### config.mk
export PLATFORM = sky130hd
export DESIGN_NAME = ps2_host_tx
export DESIGN_NICKNAME = d
export VERILOG_FILES = /design/src/rtl/ps2_host_tx.sv
export SDC_FILE = /design/constraint.sdc
export NUM_CORES = 1
export LEC_CHECK = 0
export ABC_AREA = 0
export CAP_MARGIN = 20
export CORE_ASPECT_RATIO = 2
export CORE_MARGIN = 2
export CORE_UTILIZATION = 25
export CTS_CLUSTER_SIZE = 8
export DETAILED_ROUTE_END_ITERATION = 8
export DONT_BUFFER_PORTS = 1
export MAX_ROUTING_LAYER = met4
export PLACE_DENSITY = 0.44
export SYNTH_ARGS = -nofsm -noshare
export SYNTH_HDL_FRONTEND = slang
export SYNTH_SLANG_ARGS = --single-unit
### constraint.sdc
create_clock -name clk -period 2.24 [get_ports clk]
set_input_delay 0.112 -clock clk [delete_from_list [all_inputs] [get_ports clk]]
set_output_delay 0.112 -clock clk [all_outputs]
set_load 0.005 [all_outputs]
### src/rtl/ps2_host_tx.sv
// Host-to-device PS/2 transmitter: inhibits the bus, requests to send, then shifts
// one byte, odd parity and stop out on device clock falls and checks the device ACK.
module ps2_host_tx #(
    parameter int INHIBIT_CYCLES = 5000,
    parameter int TIMEOUT_CYCLES = 750000,
    parameter int FILTER_LEN     = 4
) (
    input  logic       clk,
    input  logic       rst,
    input  logic [7:0] tx_data,
    input  logic       tx_start,
    output logic       tx_busy,
    output logic       tx_done,
    output logic       tx_error,
    input  logic       kb_clk_in,
    input  logic       kb_data_in,
    output logic       kb_clk_drive_low,
    output logic       kb_data_drive_low
);

    localparam int CNT_MAX = (INHIBIT_CYCLES > TIMEOUT_CYCLES) ? INHIBIT_CYCLES : TIMEOUT_CYCLES;
    localparam int CNT_W   = $clog2(CNT_MAX + 1);
    localparam int FLT_W   = $clog2(FILTER_LEN + 1);
    localparam logic [CNT_W-1:0] INHIBIT_LAST    = CNT_W'(INHIBIT_CYCLES - 1);
    localparam logic [CNT_W-1:0] INHIBIT_PRELAST = CNT_W'(INHIBIT_CYCLES - 2);
    localparam logic [CNT_W-1:0] TIMEOUT_LAST    = CNT_W'(TIMEOUT_CYCLES - 1);
    localparam logic [FLT_W-1:0] FLT_LAST        = FLT_W'(FILTER_LEN - 1);

    typedef enum logic [2:0] {
        ST_IDLE      = 3'd0,
        ST_INHIBIT   = 3'd1,
        ST_REQ       = 3'd2,
        ST_SEND      = 3'd3,
        ST_ACK       = 3'd4,
        ST_WAIT_IDLE = 3'd5
    } state_t;

    function automatic logic odd_parity(input logic [7:0] d);
        return ~^d;
    endfunction

    state_t           state_r, state_next_s;
    logic             clk_meta_r, clk_sync_r, data_meta_r, data_sync_r;
    logic             filt_clk_r, filt_prev_r;
    logic [FLT_W-1:0] flt_cnt_r;
    logic             fall_s, in_frame_s, timeout_s, cnt_clr_s;
    logic [CNT_W-1:0] cnt_r;
    logic [3:0]       bit_cnt_r;
    logic [7:0]       tx_byte_r;
    logic             parity_r;
    logic             busy_r, done_r, error_r, clk_low_r, data_low_r;
    logic             done_s, error_s, data_low_s;

    assign fall_s     = filt_prev_r & ~filt_clk_r;
    assign in_frame_s = (state_r == ST_SEND) || (state_r == ST_ACK) || (state_r == ST_WAIT_IDLE);
    assign timeout_s  = (cnt_r == TIMEOUT_LAST);

    // Two-flop synchronizers; idle lines are high, so reset to 1 to avoid a false edge.
    always_ff @(posedge clk or posedge rst) begin
        if (rst) begin
            clk_meta_r  <= 1'b1;
            clk_sync_r  <= 1'b1;
            data_meta_r <= 1'b1;
            data_sync_r <= 1'b1;
        end else begin
            clk_meta_r  <= kb_clk_in;
            clk_sync_r  <= clk_meta_r;
            data_meta_r <= kb_data_in;
            data_sync_r <= data_meta_r;
        end
    end

    // Clock stability filter: the level only follows after FILTER_LEN differing samples.
    always_ff @(posedge clk or posedge rst) begin
        if (rst) begin
            filt_clk_r  <= 1'b1;
            filt_prev_r <= 1'b1;
            flt_cnt_r   <= {FLT_W{1'b0}};
        end else begin
            filt_prev_r <= filt_clk_r;
            if (clk_sync_r == filt_clk_r) begin
                flt_cnt_r <= {FLT_W{1'b0}};
            end else if (flt_cnt_r == FLT_LAST) begin
                filt_clk_r <= clk_sync_r;
                flt_cnt_r  <= {FLT_W{1'b0}};
            end else begin
                flt_cnt_r <= flt_cnt_r + FLT_W'(1);
            end
        end
    end

    // State register.
    always_ff @(posedge clk or posedge rst) begin
        if (rst) begin
            state_r <= ST_IDLE;
        end else begin
            state_r <= state_next_s;
        end
    end

    // Next-state logic; a device clock fall always takes priority over the timeout.
    always_comb begin
        state_next_s = state_r;
        case (state_r)
            ST_IDLE:      state_next_s = tx_start ? ST_INHIBIT : ST_IDLE;
            ST_INHIBIT:   state_next_s = (cnt_r == INHIBIT_LAST) ? ST_REQ : ST_INHIBIT;
            ST_REQ:       state_next_s = ST_SEND;
            ST_SEND: begin
                if (fall_s) begin
                    state_next_s = (bit_cnt_r == 4'd9) ? ST_ACK : ST_SEND;
                end else begin
                    state_next_s = timeout_s ? ST_IDLE : ST_SEND;
                end
            end
            ST_ACK: begin
                if (fall_s) begin
                    state_next_s = data_sync_r ? ST_IDLE : ST_WAIT_IDLE;
                end else begin
                    state_next_s = timeout_s ? ST_IDLE : ST_ACK;
                end
            end
            ST_WAIT_IDLE: begin
                if (clk_sync_r && data_sync_r) begin
                    state_next_s = ST_IDLE;
                end else if (fall_s) begin
                    state_next_s = ST_WAIT_IDLE;
                end else begin
                    state_next_s = timeout_s ? ST_IDLE : ST_WAIT_IDLE;
                end
            end
            default:      state_next_s = ST_IDLE;
        endcase
    end

    // Output logic: next values of the registered line drives and status pulses.
    always_comb begin
        done_s     = (state_r == ST_WAIT_IDLE) && clk_sync_r && data_sync_r;
        error_s    = in_frame_s && (state_next_s == ST_IDLE) && !done_s;
        data_low_s = 1'b0;
        cnt_clr_s  = (state_r == ST_IDLE) || (state_next_s != state_r) || (fall_s && in_frame_s);
        case (state_r)
            ST_INHIBIT: data_low_s = (cnt_r >= INHIBIT_PRELAST);
            ST_REQ:     data_low_s = 1'b1;
            ST_SEND: begin
                if (fall_s) begin
                    case (bit_cnt_r)
                        4'd8:    data_low_s = ~parity_r;
                        4'd9:    data_low_s = 1'b0;
                        default: data_low_s = ~tx_byte_r[bit_cnt_r[2:0]];
                    endcase
                end else if (timeout_s) begin
                    data_low_s = 1'b0;
                end else begin
                    data_low_s = data_low_r;
                end
            end
            default:    data_low_s = 1'b0;
        endcase
    end

    // Datapath: cycle/timeout counter, edge counter and the latched byte.
    always_ff @(posedge clk or posedge rst) begin
        if (rst) begin
            cnt_r     <= {CNT_W{1'b0}};
            bit_cnt_r <= 4'd0;
            tx_byte_r <= 8'd0;
            parity_r  <= 1'b0;
        end else begin
            cnt_r <= cnt_clr_s ? {CNT_W{1'b0}} : (cnt_r + CNT_W'(1));
            if (state_r == ST_IDLE && tx_start) begin
                tx_byte_r <= tx_data;
                parity_r  <= odd_parity(tx_data);
            end else begin
                tx_byte_r <= tx_byte_r;
                parity_r  <= parity_r;
            end
            if (state_r == ST_REQ || state_r == ST_IDLE) begin
                bit_cnt_r <= 4'd0;
            end else if (state_r == ST_SEND && fall_s) begin
                bit_cnt_r <= bit_cnt_r + 4'd1;
            end else begin
                bit_cnt_r <= bit_cnt_r;
            end
        end
    end

    // Registered outputs; Done/Error land on the IDLE entry cycle together with Busy falling.
    always_ff @(posedge clk or posedge rst) begin
        if (rst) begin
            busy_r     <= 1'b0;
            done_r     <= 1'b0;
            error_r    <= 1'b0;
            clk_low_r  <= 1'b0;
            data_low_r <= 1'b0;
        end else begin
            busy_r     <= (state_next_s != ST_IDLE);
            done_r     <= done_s;
            error_r    <= error_s;
            clk_low_r  <= (state_next_s == ST_INHIBIT);
            data_low_r <= data_low_s;
        end
    end

    assign tx_busy           = busy_r;
    assign tx_done           = done_r;
    assign tx_error          = error_r;
    assign kb_clk_drive_low  = clk_low_r;
    assign kb_data_drive_low = data_low_r;

endmodule

==> results by group <==
Setup path
  • CP Launch Type: flop
  • Worst path max stage delay: 0.54 ns
  • CP max FO: 20
  • R2R depth: 8
  • Top delay family on crit path: simple AND/OR/NAND/NOR gates
  • CP Data Arrival Time: 2.57 ns
  • Setup Crit Path Kind: reg2reg
  • Critical path, cell by cell: ha_2 -> and4_1 -> nand4_1 -> o31a_1 -> or4b_4 -> xnor2_2 -> buf_12 -> nor3_1
  • Crit-path slowest cell: or4b_4
  • Critical path capture point type: flop
  • Worst Path Required: around 2.5 ns
  • Crit path depth: 8
  • Critical path buffers and inverters: 1

Placement
  • RePlAce Congestion: a little over 0.8
  • Placed cells: about 420
  • Dpl hpwl: roughly 5.1 mm
  • Worst slack at placement: -0.209 ns
  • Port buffer count: 0

Detailed routing
  • Via Count: roughly 2000
  • Residual DRC: 0
  • First-pass DRT Iterations: 4
  • Post-route ant nets: 0
  • DRT iter0 DRCs: 88
  • Via/cell ratio: between 4 and 5
  • Detailed-route wire length per cell: 15.2 um
  • WL final: between 6 and 7 mm

STA
  • Slew headroom: around 65%
  • RSZ-0062 raised after global routing: true
  • Worst Tran Pin Value: between 0.5 and 0.6 ns
  • Final Skew: 0.00576 ns
  • Final Hold Fails: 0
  • Hold Slack: 0.279 ns
  • Final Critical Period: 2.36 ns
  • Fmax: between 400 and 500 MHz
  • Final period util: 105%
  • Slew Limit Fails: 0
  • Final setup margin: -0.119 ns
  • Final setup violating endpoints: 20

Power and ir drop
  • PwrDens: 591 mW/mm2
  • Pwr Total: approximately 2100 uW
  • LEAKAGE: roughly 0.0015 uW
  • Worst VDD drop: 252 uV

Logic synthesis
  • Synth area leaders: dfrtp_1 42%, xnor2_1 7.7%, dfstp_2 6.0%
  • Mapped Area: between 0.002 and 0.003 mm2
  • Mapped Nets: 267
  • Yosys cell types: 46
  • Synthesized area per cell: between 10 and 15 um2
  • Register area share after synthesis: between 40% and 50%
  • Post-synth ARST share: 100%
  • Post-Syn Instances: approximately 250
  • Post-synth EDFFs: 0
  • Synth top area share: 42.2%
  • Synth warnings: 0
  • Post-synth top area cell: dfrtp_1
  • Main flop type after synthesis: dfrtp_1
  • Post-synthesis register bit count: 50

Status
  • Failing checks: setup timing
  • Status: finished with violations

Global route
  • First-pass GRT wire length: 11.4 mm
  • Gr ovfl total: 0
  • Initial antenna violation count: 0
  • Largest net degree at the start of global routing: 24
  • Vias in the first global route: roughly 2200
  • Tot GR Track Use: a little over an eighth

Floorplan
  • Num rows: between 50 and 60
  • Die Wd: between 70 and 80 um
  • Core area: between 0.01 and 0.015 mm2
  • Number of I/O pins: 18
  • Initial Util: between 20% and 30%
  • Die height: between 100 and 150 um
  • Die area: between 0.01 and 0.015 mm2

Finish
  • Diode count: 0
  • Most common cell after layout, fill and taps aside: buf_4
  • Fin cells: between 400 and 500
  • Layout cells sized above 1: 33.2%
  • Synthesis-to-finish area growth: 33.9%
  • # nets final: ~320
  • Commonest cells after routing, fill and taps aside: 46 x buf_4, 44 x dfrtp_1, 23 x xnor2_1, 18 x nand2_1, 15 x nor3_1

CTS
  • CTS tree: done
  • Worst-Skew Late Latency: between 0.2 and 0.3 ns
  • CTS buffer count: 5
  • CTS Root Cell: clkbuf_16
  • Reg clk slew, reported paths: 0.07 ns
  • CTS HTree Levels: 2
  • # clock sinks: 50
  • Clk buf depth: 2

Hold path
  • Hold crit path type: in2reg
  • Hold depth: 4

Job
  • MaxCap Viol Count: 0
==> worst min-delay path, delay by kind of cell <==
| family | cells | cell delay [ns] |
|---|---|---|
| xor+xnor | 3 | 0.30 |
| mux | 1 | 0.13 |
==> where the power goes <==
| part | total [uW] | internal [uW] | switching (uW) |
|---|---|---|---|
| clock | 867 | 529 | 338 |
| combinational | 204 | 105 | 99.0 |
| sequential | 992 | 967 | 25.9 |
==> cell usage after synthesis (all sizes together) (4+ instances only) <==
cell,instances
mux2,10
nor2b,5
nand2,18
nand3,7
dfrtp,44
clkbuf,6
nor3,31
nor4,7
nand4,4
inv,11
ha,6
dfstp,6
xnor2,24
nor2,12
xor2,6
buf,5
==> kinds of logic (layout without fill, tap and decap cells) <==
family | Yosys count | count (layout) | synth area share (%)
muxes | 12 | 12 | 6.05
AOI/OAI and AO/OA | 19 | 19 | 5.37
xor gates and xnor gates | 30 | 30 | 10.4
DFF | 50 | 50 | 48.3
buffers and inverters | 22 | 78 | 3.89
adders and majority gates | 6 | 6 | 2.88
and+or+nand+nor | 109 | 109 | 23.2
==> per-layer routing <==
layer	routed length, um	up-vias	global-route usage [%]
met3	107	12	2.12
met4	178	0	6.00
met5	0	-	-
met1	2410	1019	13.0
li1	-	988	-
met2	3990	16	25.8
==> sequential cells by signal, indices dropped and copies added (netlist names) <==
| name | count |
|---|---|
| data_sync_r | 1 |
| tx_error | 1 |
| parity_r | 1 |
| kb_data_drive_low | 1 |
| flt_cnt_r | 3 |
| tx_done | 1 |
| kb_clk_drive_low | 1 |
| filt_clk_r | 1 |
| clk_sync_r | 1 |
| data_meta_r | 1 |
| filt_prev_r | 1 |
| tx_busy | 1 |
| tx_byte_r | 8 |
| cnt_r | 20 |
| state_r | 3 |
| bit_cnt_r | 4 |
| clk_meta_r | 1 |
==> per-stage QoR <==
stage,setup TNS (ns),utilization [%],area (um2)
after floorplan,0,-,2610
after global placement,-3.06,30.4,3090
after detailed placement,-3.15,30.4,3090
after CTS,-2.22,33.6,3410
after global routing,-4.17,34.4,3490
final,-2.21,34.4,3490
==> layout make-up <==
type | count | area [um2]
clock buffers | 7 | 133
well taps | 135 | 169
fillers | 1076 | 6660
flip-flops and latches | 50 | 1260
inverters | 11 | 41.3
multi-input cells | 176 | 1370
clock inverters | 1 | 30.0
repair buffers | 59 | 495
==> path summary, 6_finish.rpt <==
| kind | from | end | slack, ns |
|---|---|---|---|
| worst max-delay path | cnt_r[0] | cnt_r[0] | -0.12 |
| worst min-delay path | tx_data[1] | parity_r | 0.28 |
| worst max register to register | cnt_r[0] | cnt_r[0] | -0.12 |
| worst min register to register | data_meta_r | data_sync_r | 0.36 |
| max in group asynchronous | rst | clk_sync_r | 1.21 |
| min in group asynchronous | rst | tx_byte_r[6] | 0.31 |
==> repair_timing <==
item                                    CTS  global route
resized for setup                         6            15
buffers inserted                          3             1
hold endpoints to repair                 31             0
pin swaps                                 3             3
hold buffers                             11             0
endpoints found under the setup margin   20            20
Power figures use the tool's default switching activity.
